**src/rtl/uart_tx_pkg.sv**
```systemverilog
// Shared state encoding and constants for the RAM-draining UART transmitter.
package uart_tx_pkg;

  typedef enum logic [2:0] {
    S_IDLE,
    S_FETCH,
    S_LOAD,
    S_START,
    S_DATA,
    S_STOP,
    S_DONE
  } uart_tx_state_type;

  localparam int UART_CLK_DIV_115200 = 434;
  localparam int UART_DATA_BITS      = 8;
  localparam int UART_BIT_IDX_W      = $clog2(UART_DATA_BITS);

  // States in which a frame is on the line and the bit timer runs.
  function automatic logic is_frame_state(input uart_tx_state_type s);
    return (s == S_START) || (s == S_DATA) || (s == S_STOP);
  endfunction

endpackage

```
**src/rtl/uart_baud_tick.sv**
```systemverilog
// Bit timer: counts 0..CLK_DIV-1 while enabled and flags the last cycle of each bit.
module uart_baud_tick #(
  parameter int CLK_DIV = 434
) (
  input  logic clk,
  input  logic rst_n,
  input  logic clear,
  input  logic enable,
  output logic tick
);

  localparam int CNT_W = (CLK_DIV > 1) ? $clog2(CLK_DIV) : 1;
  localparam logic [CNT_W-1:0] CNT_LAST = CNT_W'(CLK_DIV - 1);

  logic [CNT_W-1:0] cnt_q, cnt_d;

  always_comb begin
    cnt_d = cnt_q;
    tick  = 1'b0;
    if (clear) begin
      cnt_d = '0;
    end else if (enable) begin
      if (cnt_q == CNT_LAST) begin
        tick  = 1'b1;
        cnt_d = '0;
      end else begin
        cnt_d = cnt_q + CNT_W'(1);
      end
    end
  end

  always_ff @(posedge clk or negedge rst_n) begin
    if (!rst_n) begin
      cnt_q <= '0;
    end else begin
      cnt_q <= cnt_d;
    end
  end

endmodule

```
**src/rtl/uart_tx_ram_streamer.sv**
```systemverilog
// Drains NUM_BYTES from a registered DP-RAM, starting at address 0, onto an 8N1 UART line.
module uart_tx_ram_streamer
  import uart_tx_pkg::*;
#(
  parameter int CLK_DIV   = UART_CLK_DIV_115200,
  parameter int NUM_BYTES = 512,
  parameter int ADDR_W    = 9
) (
  input  logic              Clock,
  input  logic              Resetn,
  input  logic              Start,
  output logic [ADDR_W-1:0] RAM_address,
  input  logic [7:0]        RAM_read_data,
  output logic              UART_TX_O,
  output logic              UART_tx_clock_enable,
  output logic              UART_tx_busy,
  output logic              UART_tx_done
);

  localparam int BYTE_CNT_W = $clog2(NUM_BYTES + 1);
  localparam logic [BYTE_CNT_W-1:0]     LAST_BYTE = BYTE_CNT_W'(NUM_BYTES - 1);
  localparam logic [UART_BIT_IDX_W-1:0] LAST_BIT  = UART_BIT_IDX_W'(UART_DATA_BITS - 1);

  uart_tx_state_type state_q, state_d;
  logic [UART_DATA_BITS-1:0] shift_q, shift_d;
  logic [UART_BIT_IDX_W-1:0] bit_idx_q, bit_idx_d;
  logic [BYTE_CNT_W-1:0]     byte_cnt_q, byte_cnt_d;
  logic [ADDR_W-1:0]         addr_q, addr_d;
  logic                      tx_q, tx_d;
  logic                      busy_q, busy_d;
  logic                      done_q, done_d;
  logic                      bit_tick;
  logic                      last_byte;

  uart_baud_tick #(
    .CLK_DIV (CLK_DIV)
  ) u_baud_tick (
    .clk    (Clock),
    .rst_n  (Resetn),
    .clear  (state_q == S_LOAD),
    .enable (is_frame_state(state_q)),
    .tick   (bit_tick)
  );

  assign last_byte = (byte_cnt_q == LAST_BYTE);

  always_comb begin
    state_d    = state_q;
    shift_d    = shift_q;
    bit_idx_d  = bit_idx_q;
    byte_cnt_d = byte_cnt_q;
    addr_d     = addr_q;
    case (state_q)
      S_IDLE: begin
        if (Start) begin
          addr_d     = '0;
          byte_cnt_d = '0;
          state_d    = S_FETCH;
        end
      end
      S_FETCH: state_d = S_LOAD;
      S_LOAD: begin
        shift_d = RAM_read_data;
        state_d = S_START;
      end
      S_START: begin
        if (bit_tick) begin
          bit_idx_d = '0;
          state_d   = S_DATA;
        end
      end
      S_DATA: begin
        if (bit_tick) begin
          if (bit_idx_q == LAST_BIT) begin
            state_d = S_STOP;
            // Advance as the stop bit begins so the next byte is read well before it ends.
            if (!last_byte) begin
              addr_d = addr_q + ADDR_W'(1);
            end
          end else begin
            bit_idx_d = bit_idx_q + UART_BIT_IDX_W'(1);
          end
        end
      end
      S_STOP: begin
        if (bit_tick) begin
          if (last_byte) begin
            state_d = S_DONE;
          end else begin
            shift_d    = RAM_read_data;
            byte_cnt_d = byte_cnt_q + BYTE_CNT_W'(1);
            state_d    = S_START;
          end
        end
      end
      S_DONE: begin
        if (Start) begin
          addr_d     = '0;
          byte_cnt_d = '0;
          state_d    = S_FETCH;
        end
      end
      default: state_d = S_IDLE;
    endcase

    // Line and status are registered from the next state so they align with state_q.
    case (state_d)
      S_START: tx_d = 1'b0;
      S_DATA:  tx_d = shift_d[bit_idx_d];
      default: tx_d = 1'b1;
    endcase
    busy_d = (state_d != S_IDLE) && (state_d != S_DONE);
    done_d = (state_d == S_DONE);
  end

  always_ff @(posedge Clock or negedge Resetn) begin
    if (!Resetn) begin
      state_q    <= S_IDLE;
      shift_q    <= '0;
      bit_idx_q  <= '0;
      byte_cnt_q <= '0;
      addr_q     <= '0;
      tx_q       <= 1'b1;
      busy_q     <= 1'b0;
      done_q     <= 1'b0;
    end else begin
      state_q    <= state_d;
      shift_q    <= shift_d;
      bit_idx_q  <= bit_idx_d;
      byte_cnt_q <= byte_cnt_d;
      addr_q     <= addr_d;
      tx_q       <= tx_d;
      busy_q     <= busy_d;
      done_q     <= done_d;
    end
  end

  assign RAM_address          = addr_q;
  assign UART_TX_O            = tx_q;
  assign UART_tx_clock_enable = bit_tick;
  assign UART_tx_busy         = busy_q;
  assign UART_tx_done         = done_q;

endmodule

```
**config.mk**
```make
export PLATFORM = sky130hd
export DESIGN_NAME = uart_tx_ram_streamer
export DESIGN_NICKNAME = d
export VERILOG_FILES = /design/src/rtl/uart_tx_pkg.sv /design/src/rtl/uart_baud_tick.sv /design/src/rtl/uart_tx_ram_streamer.sv
export SDC_FILE = /design/constraint.sdc
export NUM_CORES = 1
export LEC_CHECK = 0
export BUFFER_PORTS_ARGS = -buffer_cell sky130_fd_sc_hd__buf_2
export CAP_MARGIN = 40
export CORE_ASPECT_RATIO = 0.9
export CORE_MARGIN = 2
export CORE_UTILIZATION = 28
export CTS_CLUSTER_DIAMETER = 30
export DETAILED_ROUTE_END_ITERATION = 10
export HOLD_SLACK_MARGIN = 0.02
export PLACE_DENSITY_LB_ADDON = 0.25
export SLEW_MARGIN = 40
export SYNTH_ARGS = -nofsm -noshare
export SYNTH_HDL_FRONTEND = slang
export SYNTH_HIERARCHICAL = 1
export SYNTH_SLANG_ARGS = --single-unit
```
**constraint.sdc**
```tcl
create_clock -name Clock -period 4 [get_ports Clock]
set_clock_uncertainty 0.05 [all_clocks]
set_input_delay 0.4 -clock Clock [delete_from_list [all_inputs] [get_ports Clock]]
set_output_delay 0.4 -clock Clock [all_outputs]
set_load 0.02 [all_outputs]
```
=== Word-level counts from Yosys, hierarchy flattened ===
Index checks and enable logic that the tools add are counted.

* Flip-flop bits (word level): 45
* Input bits: 11
* Output and inout bits: 13
* Logic and storage cells: 76

* $add $sub $neg: 4
* Order comparisons: 1
* Eq/ne operators: 19
* Multiplexer cells: 32
* Reductions and logical operators: 11

{| class="wikitable"
|+ Operators by type and width
! kind !! count
|-
| two-way mux 9 bit || 7
|-
| two-way mux 10 bit || 3
|-
| two-way mux 3 bit || 9
|-
| one-hot mux 10 bit (2 select lines) || 1
|-
| adder 9 x 1 -> 9 bit, second input constant || 2
|-
| equality test 3 bit, second input constant || 6
|-
| one-hot mux 3 bit (6 select lines) || 1
|-
| one-hot mux 9 bit (2 select lines) || 1
|-
| two-way mux 8 bit || 2
|-
| one-hot mux 8 bit (2 select lines) || 1
|-
| adder 10 x 1 -> 10 bit, second input constant || 1
|-
| equality test 10 x 9 -> 1 bit, second input constant || 1
|-
| equality test 3 x 2 -> 1 bit, second input constant || 3
|-
| equality test 9 bit, second input constant || 1
|-
| != test 2 bit, second input constant || 4
|-
| one-hot mux 3 bit (2 select lines) || 1
|-
| nonzero test 2 bit || 3
|-
| AND reduction 5 bit || 1
|-
| < comparator 3 x 4 -> 1 bit, second input constant || 1
|-
| two-way mux 1 bit || 4
|-
| != test 2 x 1 -> 1 bit, second input constant || 2
|-
| AND reduction 4 bit || 1
|-
| adder 3 x 1 -> 3 bit, second input constant || 1
|-
| binary-select mux 1 bit (select 3 bit) || 1
|-
| other kinds (8) || 9
|}

=== Longest topological paths before layout ===
Gate-level depths: netlist (run 1).

* Depth after elaboration: 10
* Mapped depth: 14
* Mapped depth without buffers: 11

=== Cells and area by module ===
Netlist (run 1), hierarchy kept.

{| class="wikitable"
|+ By module, submodules not included
! module !! times used !! cells an instance !! area each (µm²) !! seq. area each (µm²)
|-
| uart_tx_ram_streamer || 1 || 191 || 1966.9 || 902.1
|-
| uart_baud_tick || 1 || 56 || 509.2 || 225.2
|}

=== Worst setup path after synthesis (run 1) ===
No wires, ideal clock.

* Path kind: reg2reg
* Start: register state_q[1]
* End: register tx_q (netlist: UART_TX_O)
* Library setup time: 83 ps
* Arrival: 3099 ps
* Data required time: 3867 ps
* Slack: 768 ps
* Stages on the path, launching flop included: 15
* Buffers on the path: 3
* Period minus slack after synthesis: 3232 ps
* Cells stage by stage: dfrtp_1 -> buf_6 -> and2b_1 -> nor2b_1 -> nand2b_1 -> nor2_1 -> buf_2 -> nand4b_1 -> a31oi_4 -> nor2_1 -> buf_2 -> mux2_1 -> nor2_1 -> nor3_1 -> o32a_1

* Word-level cells in the longest chain between the ends: 10
* Elaborated cells on any way between the ends: 28
* Classes of those cells: eq/ne (8); mux (16); reduce/logical (4)

{| class="wikitable"
|+ Ends and longest elaborated chain
! element !! line !! text
|-
| from (decl) || uart_tx_ram_streamer.sv:24 || <nowiki>uart_tx_state_type state_q, state_d;</nowiki>
|-
| from (signal assigned) || uart_tx_ram_streamer.sv:127 || <nowiki>state_q <= state_d;</nowiki>
|-
| equality test 3 x 2 -> 1 bit / equality test 3 bit (equally long branches) || uart_tx_pkg.sv:20 || <nowiki>return (s == S_START) || (s == S_DATA) || (s == S_STOP);</nowiki>
|-
| logical OR 1 bit (2 in a row) || uart_tx_pkg.sv:20 ||
|-
| two-way mux 1 bit || uart_baud_tick.sv:22 || <nowiki>end else if (enable) begin</nowiki>
|-
| two-way mux 1 bit (*) || uart_baud_tick.sv:20 || <nowiki>if (clear) begin</nowiki>
|-
| named net UART_tx_clock_enable || uart_tx_ram_streamer.sv:15 || <nowiki>output logic UART_tx_clock_enable,</nowiki>
|-
| two-way mux 8 bit (*) || uart_tx_ram_streamer.sv:86 || <nowiki>if (bit_tick) begin</nowiki>
|-
| one-hot mux 8 bit (2 select lines) (*) || uart_tx_ram_streamer.sv:53 || <nowiki>case (state_q)</nowiki>
|-
| named net shift_d[7] || uart_tx_ram_streamer.sv:25 || <nowiki>logic [UART_DATA_BITS-1:0] shift_q, shift_d;</nowiki>
|-
| binary-select mux 1 bit (select 3 bit) (*) || uart_tx_ram_streamer.sv:109 || <nowiki>S_DATA: tx_d = shift_d[bit_idx_d];</nowiki>
|-
| two-way mux 1 bit (implied by the code) (*) || uart_tx_ram_streamer.sv:109 ||
|-
| one-hot mux 1 bit (2 select lines) (*) || uart_tx_ram_streamer.sv:107 || <nowiki>case (state_d)</nowiki>
|-
| named net tx_d || uart_tx_ram_streamer.sv:29 || <nowiki>logic tx_q, tx_d;</nowiki>
|-
| to (signal assigned) || uart_tx_ram_streamer.sv:132 || <nowiki>tx_q <= tx_d;</nowiki>
|-
| to (decl) || uart_tx_ram_streamer.sv:29 ||
|}

The timed path passes the listed nets; every way through them passes the cells marked *. The select of a mux whose other input is x is not followed.
A chain may end at the register's enable or synchronous reset.

=== Worst setup path after layout (run 1) ===
* Start: register state_q[2]
* End: register tx_q (netlist: UART_TX_O)

* Word-level cells in the longest chain between the ends: 10
* Elaborated cells on any way between the ends: 28
* Classes of those cells: eq/ne (8); mux (16); reduce/logical (4)

{| class="wikitable"
|+ Ends and longest elaborated chain
! element !! line
|-
| equality test 3 x 2 -> 1 bit / equality test 3 bit (equally long branches) || uart_tx_pkg.sv:20, uart_tx_ram_streamer.sv:53
|-
| logical OR 1 bit (2 in a row) || uart_tx_pkg.sv:20
|-
| two-way mux 1 bit || uart_baud_tick.sv:22
|-
| two-way mux 1 bit || uart_baud_tick.sv:20
|-
| two-way mux 8 bit (tied with other cells) || uart_tx_ram_streamer.sv:86
|-
| one-hot mux 8 bit (2 select lines) / one-hot mux 3 bit (2 select lines) (equally long branches) || uart_tx_ram_streamer.sv:53
|-
| binary-select mux 1 bit (select 3 bit) || uart_tx_ram_streamer.sv:109
|-
| two-way mux 1 bit (implied by the code) || uart_tx_ram_streamer.sv:109
|-
| one-hot mux 1 bit (2 select lines) (*) || uart_tx_ram_streamer.sv:107
|-
| named net tx_d || uart_tx_ram_streamer.sv:29
|}

Marked as above.

==> flow_metrics.py, run 1 <==
metrics = {
    "finish": {
        "final_cell_area_um2": 2840,
        "final_common_cell": "dfrtp_1",
        "final_cell_mix": "dfrtp_1 (44), nor2_1 (29), nand2_1 (26)",
        "regArea_um2": 1130,
        "syn_to_final_growth_pct": 14.9,
        "nFillCells": 915,
        "post-route-util": 0.332,
        "drive_above_1_share": 0.189,
        "layout.nets": 290,
        "insertedDiodeCount": 0,
        "multiInputGateArea_um2": 1290,
    },
    "critical_path": {
        "cp_max_fo": 8,
        "critPathRequiredTime_ns": 4.19,
        "critPathKind": "reg2reg",
        "ff2ff_setup_slack_ns": 0.70,
        "end_kind": "register",
        "r2r_end": "UART_TX_O",
        "startpoint_type": "register",
        "worst-r2r-cell-count": 11,
        "cp.arrival_ns": 3.49,
        "r2r_start": "state_q[2]",
    },
    "pwr": {
        "power.total_uw": 1190,
        "power.leakage_uw": 0.00134,
        "vdd.ir_drop.worst_v": 0.000159,
        "p_per_area_nw_per_um2": 417,
    },
    "sta": {
        "rsz0062_at_grt": "no",
        "fmax_mhz": 303,
        "hold_viol": 0,
        "tightest_slew_ns": 0.765,
        "fin_tns_setup_ns": 0,
        "setup_viol": 0,
        "maxSlewHeadroom": 0.488,
        "period_minus_slack_ns": 3.30,
        "min_period_over_period": 0.824,
        "slew_violations": 0,
    },
    "placed_design": {
        "placed_area_um2": 2740,
        "port_buffers": 23,
        "dp_hpwl_um": 3520,
        "gp_congestion": 0.740,
    },
    "clock_tree": {
        "cts_sinks": 45,
        "root_buffer": "clkbuf_8",
        "clockBufferDepth": 2,
        "cts_setup_buffers": 0,
        "cts_buffers": 5,
        "cts_max_level": 2,
        "cts_tree": "done",
        "clk-insertion-delay-late_ns": 0.31,
        "ctsHoldBuffers": 0,
        "path_clk_slew_ns": 0.09,
        "post_cts_resize_count": 0,
    },
    "route": {
        "dr.first_iter.drc_count": 120,
        "wl_per_cell_um": 12.5,
        "ant_nets": 0,
        "via_count": 1849,
        "drt_wl_total_um": 4940,
        "via_per_inst": 4.69,
        "dr.pass1.iters": 5,
        "drc": 0,
    },
    "synth": {
        "netlist_area_um2": 2480,
        "ys_types": 55,
        "synthArstFlopShare": 1.00,
        "ys_seq_area_frac": 0.455,
        "syn_avg_cell_area_um2": 10.0,
        "synth_edf_count": 0,
        "ys_warn_count": 6,
        "syn_nets": 263,
        "synth_cells": 247,
        "synthFlopType": "dfrtp_1",
        "synth-seq-cells": 45,
    },
    "global_routing": {
        "grt-ovfl-total": 0,
        "grt_max_degree": 46,
        "grt_pass1_wl_um": 8850,
        "grt_util_all_layers": 0.117,
        "grt_pass1_vias": 1781,
        "antenna_found_initial": 0,
    },
    "die": {
        "rows": 32,
        "coreArea_um2": 8570,
        "ios": 24,
        "die_area_um2": 9610,
        "die_y_um": 93.2,
        "start_util": 0.289,
        "die_w_um": 103,
    },
    "min_path": {
        "hold_class": "in2async",
    },
    "flow_run": {
        "max_cap_violations": 0,
    },
    "run_status": {
        "status": "completed",
    },
}
[cell families (layout without fill, tap and decap cells)]
logic type / Yosys count / in the layout / synth area share
multiplexers: 19 / 19 / 0.0859
adder cells (fa/ha/maj): 5 / 5 / 0.0253
XOR/XNOR: 16 / 16 / 0.0566
AND/OR/NAND/NOR: 102 / 102 / 0.226
flip-flops: 45 / 45 / 0.455
buffers and inverters: 17 / 45 / 0.0298
AO/OA/AOI/OAI: 43 / 43 / 0.121
[worst max-delay path by stage]
stage | startpoint | endpoint | slack [ns] | depth (start not counted)
4_1_cts | state_q[2] | UART_TX_O | 0.71 | 11
3_5_place_dp | state_q[2] | UART_TX_O | 0.74 | 11
3_3_place_gp | state_q[2] | UART_TX_O | 0.79 | 11
2_1_floorplan | state_q[1] | UART_TX_O | 0.77 | 14
5_1_grt | state_q[2] | RAM_address[7] | 0.38 | 10
6_report | state_q[2] | UART_TX_O | 0.70 | 11
[Yosys cell counts, drive strengths merged (2+ instances only)]
library cell,n,area share
buf,3,0.0086
xor2,11,0.039
nor2,30,0.045
nor2b,3,0.0076
nor3,6,0.012
o21ai,12,0.026
xnor2,5,0.018
a211oi,2,0.0081
a31oi,2,0.011
inv,11,0.017
o211a,2,0.0081
nor4b,3,0.019
and4bb,2,0.010
and2b,2,0.0061
a21oi,11,0.022
clkbuf,3,0.0045
dfrtp,44,0.44
or3,8,0.020
nor3b,2,0.0061
nand4,5,0.015
a41oi,2,0.0071
nand3,4,0.0081
ha,5,0.025
mux2i,7,0.028
and3,2,0.0051
nand2,28,0.049
mux2,12,0.058
o22ai,2,0.0051
nand2b,3,0.0076
nand4b,2,0.0071
a31o,2,0.0071
[metrics by stage]
step / setup slack [ns] / instances / hold WS (ns)
6_report: 0.705 / 394 / 0.0338
3_3_place_gp: 0.790 / 386 / 0.427
2_1_floorplan: 0.768 / 247 / 0.0544
3_5_place_dp: 0.738 / 386 / 0.408
5_1_grt: 0.383 / 394 / 0.0851
4_1_cts: 0.713 / 394 / 0.0638
[power breakdown]
group	leakage (uW)	switching, uW	internal (uW)
Combinational	0.000716	130	123
Sequential	0.000572	75.5	544
Clock	0.0000518	170	144
Total	0.00134	376	811
[sequential cells by signal, indices dropped and copies added (netlist names)]
signal and flops:
state_q 3, RAM_address 9, UART_TX_O 1, u_baud_tick/cnt_q 9
UART_tx_done 1, bit_idx_q 3, shift_q 8, UART_tx_busy 1
byte_cnt_q 10
[area by class of cell]
cell class,count,area share
tap,119,0.0524
clock buffer,6,0.0290
multi-input combinational,185,0.452
inverter,11,0.0145
sequential,45,0.396
clock inverter,2,0.00616
timing repair buffer,26,0.0493
[worst max-delay path, cell delays in order (launching register included)]
cell and delay [ns]:
dfrtp_1 0.46, and2b_1 0.36, a21o_1 0.21, nand2b_1 0.11
nor2_1 0.33, and4bb_2 0.35, nand2_4 0.08, mux2_4 0.36
mux2_4 0.32, a211oi_2 0.21, nor3_1 0.06, o32a_1 0.33
[metal layers]
metal  wire, um  vias to the layer above  track usage
met1       2520                      897        0.168
met5          0                        -            0
met2       2190                       23        0.173
met4         72                        0       0.0395
li1           -                      921            -
met3        155                        8       0.0254
(Power assumes the default switching activity.)
==> run 2, diff against run 1 <==
--- a/config.mk
+++ b/config.mk
@@ -5,6 +5,7 @@
 export SDC_FILE = /design/constraint.sdc
 export NUM_CORES = 1
 export LEC_CHECK = 0
+export ABC_AREA = 1
 export BUFFER_PORTS_ARGS = -buffer_cell sky130_fd_sc_hd__buf_2
 export CAP_MARGIN = 40
 export CORE_ASPECT_RATIO = 0.9
==> constraint.sdc (replaced) <==
create_clock -name Clock -period 2.9 [get_ports Clock]
set_clock_uncertainty 0.05 [all_clocks]
set_input_delay 0.29 -clock Clock [delete_from_list [all_inputs] [get_ports Clock]]
set_output_delay 0.29 -clock Clock [all_outputs]
set_load 0.02 [all_outputs]
==> flow_metrics.py, run 2 <==
metrics = {
    "run_status": {
        "status": "completed",
    },
    "sta": {
        "slew_violations": 0,
        "rsz0062_at_grt": "no",
        "fmax_mhz": 386,
        "setup_viol": 0,
        "maxSlewHeadroom": 0.598,
        "fin_tns_setup_ns": 0,
        "period_minus_slack_ns": 2.59,
        "min_period_over_period": 0.894,
        "hold_viol": 0,
        "tightest_slew_ns": 0.603,
    },
    "placed_design": {
        "dp_hpwl_um": 4130,
        "port_buffers": 23,
        "gp_congestion": 0.758,
    },
    "global_routing": {
        "use_met1": 0.160,
        "grt_max_degree": 46,
        "grt-busiest-layer": "met2",
        "grt_use_met3": 0.0235,
        "grt_pass1_wl_um": 9180,
        "globalRouteMet2Util": 0.182,
        "grt_util_all_layers": 0.116,
        "grt-ovfl-total": 0,
        "antenna_found_initial": 0,
        "grt_pass1_vias": 1964,
    },
    "synth": {
        "synthAdderAreaFrac": 0.0244,
        "yosysTopAreaCell": "dfrtp_1",
        "synth_compound_gate_area_share": 0.0731,
        "synth_edf_count": 0,
        "synthFlopType": "dfrtp_1",
        "synth_top_family_by_area": "simple AND/OR/NAND/NOR gates",
        "synth-seq-cells": 45,
        "ys_seq_area_frac": 0.439,
        "yosys-top-cells-count": "nand2_1 (89), dfrtp_1 (44), inv_1 (41)",
        "syn_avg_cell_area_um2": 7.71,
        "synth_cells": 333,
        "ys_warn_count": 6,
        "synthXorXnorAreaFrac": 0.0102,
        "muxShareOfSynthArea": 0,
        "yosys.area.top_type_share": 0.429,
        "synthSimpleGateAreaFrac": 0.379,
        "ys_types": 33,
        "syn_nets": 349,
        "synth.most_common_cell": "nand2_1",
        "netlist_area_um2": 2570,
        "synth.area.top_cells": "dfrtp_1 (43%), nand2_1 (13%), nand3_1 (6.0%)",
        "synthArstFlopShare": 1.00,
    },
    "critical_path": {
        "cp_max_fo": 5,
        "cp.arrival_ns": 2.73,
        "cp_slowest_cell": "dfrtp_1",
        "critPathRequiredTime_ns": 3.04,
        "cp_cell_sequence": "inv_2, nor3_4, inv_1, nand3_1, nand3_1, nor2_1, inv_1, nor3_4, nand2_1, nand2_1, nand2_2, nor3_4, nand3_2, xor2_1, nor2_1",
        "crit_top_cell": "nor3_4",
        "critPathKind": "reg2reg",
        "end_kind": "register",
        "cpPeakStageDelay_ns": 0.48,
        "startpoint_type": "register",
    },
    "clock_tree": {
        "path_clk_slew_ns": 0.09,
        "cts_tree": "done",
        "clk-insertion-delay-late_ns": 0.30,
        "clockBufferDepth": 2,
        "cts_max_level": 2,
        "cts_buffers": 5,
        "root_buffer": "clkbuf_8",
        "cts_sinks": 45,
    },
    "finish": {
        "layout.nets": 380,
        "drive_above_1_share": 0.200,
        "final_common_cell": "nand2_1",
        "syn_to_final_growth_pct": 16.2,
        "nFillCells": 1002,
        "regMostFlops": "byte_cnt_q",
        "final_cell_mix": "nand2_1 (89), dfrtp_1 (44), inv_1 (41)",
        "insertedDiodeCount": 0,
        "largest_reg_flops": 10,
    },
    "route": {
        "drc": 0,
        "drt_wl_total_um": 5540,
        "via_count": 2136,
        "via_per_inst": 4.39,
        "dr.pass1.iters": 4,
        "ant_nets": 0,
        "dr.first_iter.drc_count": 95,
        "wl_per_cell_um": 11.4,
    },
    "flow_run": {
        "max_cap_violations": 0,
    },
    "die": {
        "rows": 33,
        "die_w_um": 105,
        "die_y_um": 94.8,
        "coreArea_um2": 9000,
        "ios": 24,
        "start_util": 0.285,
        "die_area_um2": 9950,
    },
    "pwr": {
        "p_per_area_nw_per_um2": 745,
        "power.leakage_uw": 0.00147,
        "vdd.ir_drop.worst_v": 0.000333,
        "power.total_uw": 2220,
    },
    "min_path": {
        "hold_class": "in2reg",
    },
}
-- run 2: final cells by class --
class                   instances  area (um^2)  area share
multi-input cells             240         1250       0.420
repair buffers                 26          143      0.0478
flip-flops and latches         45         1130       0.378
well taps                     122          153      0.0512
clock buffers                   5         68.8      0.0231
clock inverters                 3         65.1      0.0218
inverters                      46          173      0.0579
-- run 2: repair_timing --
item	in CTS	in global routing
setup buffers	0	0
hold endpoints to repair	44	0
endpoints found under the setup margin	0	1
resized for setup	0	1
hold buffers	1	0
-- run 2: kinds of logic after synthesis --
family          after synthesis
compound gates               32
xor+xnor                      3
fa+ha+maj                     5
buf+inv                      48
flops                        45
simple gates                200
-- run 2: worst paths after layout --
check	slack, ns	end	startpoint	cells past startpoint
worst min register to register	0.46	byte_cnt_q[6]	byte_cnt_q[6]	2
min in group asynchronous	0.48	shift_q[5]	Resetn	2
max in group asynchronous	1.89	shift_q[2]	Resetn	2
worst max register to register	0.31	RAM_address[7]	state_q[0]	15
worst max-delay path	0.31	RAM_address[7]	state_q[0]	15
worst min-delay path	0.16	shift_q[5]	RAM_read_data[5]	3
-- run 2: worst max-delay path: cells and delay by family, from the launching register on --
kind | cells | cell delay (ns)
flops | 1 | 0.48
simple gates | 11 | 1.50
xor+xnor | 1 | 0.15
buf+inv | 3 | 0.30
-- run 2: metrics by stage --
step	hold slack (ns)	std cells	setup WS, ns	area (um^2)	utilization
finish	0.160	487	0.306	2980	0.331
global placement	0.439	478	0.271	2830	0.315
floorplan	-0.0556	333	0.0512	2570	-
global route	0.159	487	0.0460	2980	0.331
CTS	0.147	487	0.186	2980	0.331
detailed placement	0.305	478	0.217	2840	0.315
-- run 2: power by group --
group / switching (uW) / internal, uW
Clock: 222 / 342
Sequential: 110 / 782
Combinational: 518 / 247
-- run 2: per-layer routing --
metal | wire length [um] | vias up
met5 | 0 | -
met2 | 2530 | 21
li1 | - | 1121
met1 | 2830 | 988
met3 | 111 | 6
met4 | 74 | 0
